===== src/rtl/baccarat_dealer_fsm.sv =====
// Baccarat dealer control FSM: sequences card loads, applies third-card rules, drives win lights.
// Optional AUTO_REDEAL_EN: after HOLD_CYCLES cycles in DONE a new round starts at P1.
module baccarat_dealer_fsm #(
  parameter int HOLD_CYCLES = 8
) (
  input  logic       slow_clock,
  input  logic       resetb,
  input  logic [3:0] pscore,
  input  logic [3:0] dscore,
  input  logic [3:0] pcard3,
  output logic       load_pcard1,
  output logic       load_pcard2,
  output logic       load_pcard3,
  output logic       load_dcard1,
  output logic       load_dcard2,
  output logic       load_dcard3,
  output logic       player_win_light,
  output logic       dealer_win_light,
  output logic       game_done
);

  typedef enum logic [3:0] {
    S_RST  = 4'd0,
    S_P1   = 4'd1,
    S_D1   = 4'd2,
    S_P2   = 4'd3,
    S_D2   = 4'd4,
    S_EVAL = 4'd5,
    S_P3   = 4'd6,
    S_BCHK = 4'd7,
    S_D3   = 4'd8,
    S_DONE = 4'd9
  } state_t;

  state_t state;
  state_t state_nxt;
  logic   redeal;

  // Dealer third-card table; face cards and tens count as zero.
  function automatic logic dealer_draws(input logic [3:0] ds, input logic [3:0] pc3);
    logic [3:0] v;
    logic       draw;
    v = (pc3 >= 4'd10) ? 4'd0 : pc3;
    if (ds <= 4'd2)
      draw = 1'b1;
    else if (ds == 4'd3)
      draw = (v != 4'd8);
    else if (ds == 4'd4)
      draw = (v >= 4'd2) && (v <= 4'd7);
    else if (ds == 4'd5)
      draw = (v >= 4'd4) && (v <= 4'd7);
    else if (ds == 4'd6)
      draw = (v >= 4'd6) && (v <= 4'd7);
    else
      draw = 1'b0;
    return draw;
  endfunction

`ifdef AUTO_REDEAL_EN
  localparam int CNT_W = (HOLD_CYCLES > 0) ? $clog2(HOLD_CYCLES + 1) : 1;
  logic [CNT_W-1:0] hold_cnt;

  always_ff @(posedge slow_clock or posedge resetb) begin
    if (resetb)
      hold_cnt <= '0;
    else if ((state_nxt == S_DONE) && (state != S_DONE))
      hold_cnt <= CNT_W'(HOLD_CYCLES);
    else if ((state == S_DONE) && (hold_cnt != '0))
      hold_cnt <= hold_cnt - CNT_W'(1);
  end

  // The counter reads 1 during the last DONE cycle.
  assign redeal = (state == S_DONE) && (hold_cnt <= CNT_W'(1));
`else
  assign redeal = 1'b0;
`endif

  always_ff @(posedge slow_clock or posedge resetb) begin
    if (resetb)
      state <= S_RST;
    else
      state <= state_nxt;
  end

  always_comb begin
    state_nxt = S_RST;
    case (state)
      S_RST:  state_nxt = S_P1;
      S_P1:   state_nxt = S_D1;
      S_D1:   state_nxt = S_P2;
      S_P2:   state_nxt = S_D2;
      S_D2:   state_nxt = S_EVAL;
      S_EVAL: begin
        if ((pscore >= 4'd8) || (dscore >= 4'd8))
          state_nxt = S_DONE;
        else if (pscore <= 4'd5)
          state_nxt = S_P3;
        else if (dscore <= 4'd5)
          state_nxt = S_D3;
        else
          state_nxt = S_DONE;
      end
      S_P3:   state_nxt = S_BCHK;
      S_BCHK: state_nxt = dealer_draws(dscore, pcard3) ? S_D3 : S_DONE;
      S_D3:   state_nxt = S_DONE;
      S_DONE: state_nxt = redeal ? S_P1 : S_DONE;
      default: state_nxt = S_RST;
    endcase
  end

  always_comb begin
    load_pcard1      = (state == S_P1);
    load_dcard1      = (state == S_D1);
    load_pcard2      = (state == S_P2);
    load_dcard2      = (state == S_D2);
    load_pcard3      = (state == S_P3);
    load_dcard3      = (state == S_D3);
    game_done        = (state == S_DONE);
    player_win_light = (state == S_DONE) && (pscore >= dscore);
    dealer_win_light = (state == S_DONE) && (dscore >= pscore);
  end

endmodule


===== config.mk =====
export PLATFORM = sky130hd
export DESIGN_NAME = baccarat_dealer_fsm
export DESIGN_NICKNAME = d
export VERILOG_FILES = /design/src/rtl/baccarat_dealer_fsm.sv
export SDC_FILE = /design/constraint.sdc
export NUM_CORES = 1
export LEC_CHECK = 0
export ABC_AREA = 0
export CAP_MARGIN = 5
export CORE_AREA = 4 4 41 43
export CTS_CLUSTER_SIZE = 10
export DETAILED_ROUTE_END_ITERATION = 10
export DIE_AREA = 0 0 45 47
export PLACE_DENSITY = 0.79
export SLEW_MARGIN = 20
export SYNTH_ARGS = -nofsm -noshare
export SYNTH_HDL_FRONTEND = slang
export SYNTH_SLANG_ARGS = --single-unit

===== constraint.sdc =====
create_clock -name slow_clock -period 4 [get_ports slow_clock]
set_input_delay 0.8 -clock slow_clock [delete_from_list [all_inputs] [get_ports slow_clock]]
set_output_delay 0.8 -clock slow_clock [all_outputs]
set_load 0.05 [all_outputs]

==> impl_results.rst <==
.. list-table::
   :header-rows: 1

   * - Metric
     - Value
   * - Slew at the pin closest to its max-slew limit
     - 0.4967 ns
   * - Post-synthesis sequential area ratio
     - 21.39%
   * - Height of the die
     - 47 µm
   * - Total GRT Usage
     - 11.63%
   * - Post-detail-place hpwl
     - 959.4 µm
   * - Number of distinct library cells after synthesis
     - 27
   * - Beginning of the worst hold path
     - state[3]
   * - Most Frequent Cell on Critical Path
     - sky130_fd_sc_hd__o21a_1
   * - Share of the cycle needed by the critical path after routing
     - 85.99%
   * - Max-slew violations
     - 0
   * - Mean cell area of the mapped netlist
     - 8.356 µm²
   * - Yosys reg bits
     - 4
   * - Full die area
     - 0.002115 mm²
   * - Endpoint of the worst-slack reg-to-reg timing path
     - state[0]
   * - Initial core utilization
     - 35.96%
   * - Antenna diode count
     - 0
   * - Leading cell type in the layout, fill and taps excluded
     - sky130_fd_sc_hd__clkdlybuf4s50_1
   * - Post-CTS setup-driven buffer insertion count
     - 0
   * - Netlist area before placement
     - 467.9 µm²
   * - Terminating pin of the worst hold path
     - state[1]
   * - Power density relative to cell area
     - 526.4 mW/mm²
   * - Largest area contributor in the netlist
     - sky130_fd_sc_hd__dfrtp_1
   * - Fin nets
     - 98
   * - Biggest regs
     - state: 4 flops
   * - CTS Hold Buffers Added
     - 0
   * - Largest voltage drop on the vdd net
     - 0.0001809 V
   * - Flop-to-flop setup slack
     - 2.78 ns
   * - Cell type group with the largest total delay on the critical path
     - buffers and inverters
   * - Worst slew margin relative to its limit
     - 66.78%
   * - TritonCTS Sinks
     - 4
   * - Final setup violating endpoints
     - 0
   * - Area inside the core boundary
     - 0.001301 mm²
   * - Series of cell instances along the critical path
     - clkdlybuf4s50_1, inv_1, ha_1, nor2b_4, o21a_1, o21a_1, o41ai_2, buf_12
   * - Number of flip-flops under the largest register name
     - 4
   * - Count of cells along the worst register-to-register path
     - 4
   * - Port Buffer Count
     - 22
   * - Crit path capture type
     - output pin
   * - Kind of start point of the critical path
     - input pin
   * - Bufs and invs on worst path
     - 3
   * - Final hold violation count
     - 0
   * - Pin count of the biggest net entering global routing
     - 11
   * - Class of the most critical hold timing path
     - reg -> reg
   * - Floorplan row count
     - 13
   * - CTS clock-pin slew for the worst setup and hold paths
     - 0.03 ns
   * - Post-Route Utilization
     - 55.29%
   * - Clock tree root driver cell
     - sky130_fd_sc_hd__clkbuf_4
   * - Most frequent cells in the layout
     - sky130_fd_sc_hd__clkdlybuf4s50_1 (20), sky130_fd_sc_hd__inv_1 (7), sky130_fd_sc_hd__nor3_1 (5), sky130_fd_sc_hd__nor2_1 (5)
   * - Unrepaired setup endpoints after global routing
     - no
   * - Leakage dissipation
     - 0.3108 nW
   * - DRC violation count after routing
     - 0
   * - Post-route clock skew
     - 0.005185 ns
   * - Endpoint arrival time on the critical path
     - 2.64 ns
   * - Count of nets left with antenna violations after detail routing
     - 0
   * - Via density per instance
     - 5.269
   * - Total instance count after detailed placement
     - 90
   * - Status
     - finished, final reports clean
   * - Number of top-level design ports
     - 23
   * - Largest Register
     - state
   * - Largest fanout on the critical path
     - 2
   * - Shortest period the worst path allows
     - 3.439 ns
   * - Total gr overflow
     - 0
   * - Highest achievable clock rate
     - 290.7 MHz
   * - Proportion of layout cells with a drive suffix above 1
     - 15.38%
   * - Worst setup path class
     - in -> out
   * - Area share of the largest cell type after synthesis
     - 21.39%
   * - Cell type of the slowest stage on the worst timing path
     - sky130_fd_sc_hd__clkdlybuf4s50_1
   * - Clock tree from TritonCTS
     - built
   * - Setup TNS Final
     - 0 ns
   * - Clock buffers created by TritonCTS
     - 3
   * - Number of maximum-capacitance constraint violations
     - 0
   * - Critical path required time
     - 3.20 ns
   * - Largest stage delay on the critical path
     - 0.49 ns
   * - Initial antenna violation count
     - 0
   * - Width of the die
     - 45 µm
   * - Routed vias
     - 490
   * - Via count of the first global-routing pass
     - 493
   * - RePlAce Congestion
     - 0.7216
   * - Starting DRC count in detailed routing
     - 12
   * - Wire length of the first global-routing pass
     - 1828 µm
   * - Cell depth of the worst min-delay path
     - 1
   * - Gate count of the mapped netlist
     - 56
   * - Number of iterations in the first detailed-routing pass
     - 4
   * - Non-filler instance count after layout
     - 93
   * - Clock insertion delay at the later pin of the skew report
     - 0.23 ns
   * - Critical register-to-register path startpoint
     - state[3]
   * - WL per Instance
     - 11.77 µm
   * - Area growth syn-to-layout
     - 53.74%
   * - Post-Route WL
     - 1095 µm
   * - CTS H-Tree Depth
     - 1
   * - Resize count post-CTS
     - 0
   * - Dominant cells by area after synthesis
     - sky130_fd_sc_hd__dfrtp_1 (21%), sky130_fd_sc_hd__ha_1 (11%), sky130_fd_sc_hd__inv_1 (5.6%)
   * - Count of warnings emitted by yosys
     - 0
   * - Post-synth net total
     - 74
   * - Maximum number of buffers from clock root to sink
     - 2
==> layout make-up <==
class / instances / area, µm²
repair buffers: 22 / 227.7
well taps: 15 / 18.77
inverters: 7 / 26.28
flip-flops and latches: 4 / 100.1
fillers: 133 / 581.8
multi-input cells: 42 / 324.1
clock buffers: 3 / 22.52
==> worst register-to-register path: cells and delay by family, from the launching register on <==
family	cells	cell delay, ns
AOI/OAI and AO/OA	2	0.30
DFF	1	0.51
and+or+nand+nor	2	0.29
==> synth_stat cells (all sizes together) <==
| cell | count |
|---|---|
| o21ai | 1 |
| nand2 | 2 |
| o31a | 1 |
| nor4b | 1 |
| o21a | 3 |
| and4 | 1 |
| dfrtp | 4 |
| nand3b | 1 |
| a2111oi | 1 |
| a31oi | 2 |
| buf | 3 |
| inv | 7 |
| a21oi | 2 |
| nand2b | 4 |
| o221ai | 1 |
| o31ai | 1 |
| nor2b | 1 |
| o22ai | 1 |
| nor3 | 5 |
| o41ai | 1 |
| a21o | 1 |
| a211o | 2 |
| ha | 4 |
| nor2 | 6 |
==> where the power goes <==
group / internal [W] / switching (W)
clock: 0.0000335 / 0.0000150
combinational: 0.0000959 / 0.000142
sequential: 0.0000575 / 0.0000350
==> worst max-delay path by stage <==
stage,end,start,cells past startpoint
floorplan,player_win_light,pscore[1],6
global placement,player_win_light,dscore[1],7
detailed placement,player_win_light,pscore[1],8
CTS,player_win_light,pscore[1],8
global route,player_win_light,dscore[1],7
finish,player_win_light,pscore[1],8
==> kinds of logic after synthesis <==
family / share of synthesized area, %
flops: 21.39
fa+ha+maj: 10.70
simple gates: 29.14
buf+inv: 9.360
compound gates: 29.41
==> per-stage QoR <==
| stage | total power (W) | worst slack [ns] | instance area [µm²] | hold slack [ns] |
|---|---|---|---|---|
| after detailed placement | 0.0003309 | 0.5620 | 696.9 | 0.6235 |
| final | 0.0003787 | 0.5606 | 719.4 | 0.6265 |
| after global placement | 0.0003294 | 0.6183 | 696.9 | 0.6222 |
| after CTS | 0.0003811 | 0.5562 | 719.4 | 0.6266 |
| after floorplan | 0.0002606 | 0.7193 | 467.9 | 0.5314 |
| after global routing | 0.0004040 | 0.4405 | 719.4 | 0.6717 |
==> routing by layer <==
layer | vias up | GRT usage [%] | share of wire, %
met5 | - | 0 | 0
met4 | 0 | 6.433 | 0
met3 | 0 | 1.916 | 7.3
met2 | 19 | 22.60 | 54
met1 | 220 | 11.64 | 39
li1 | 251 | - | -
(Power assumes the default switching activity.)
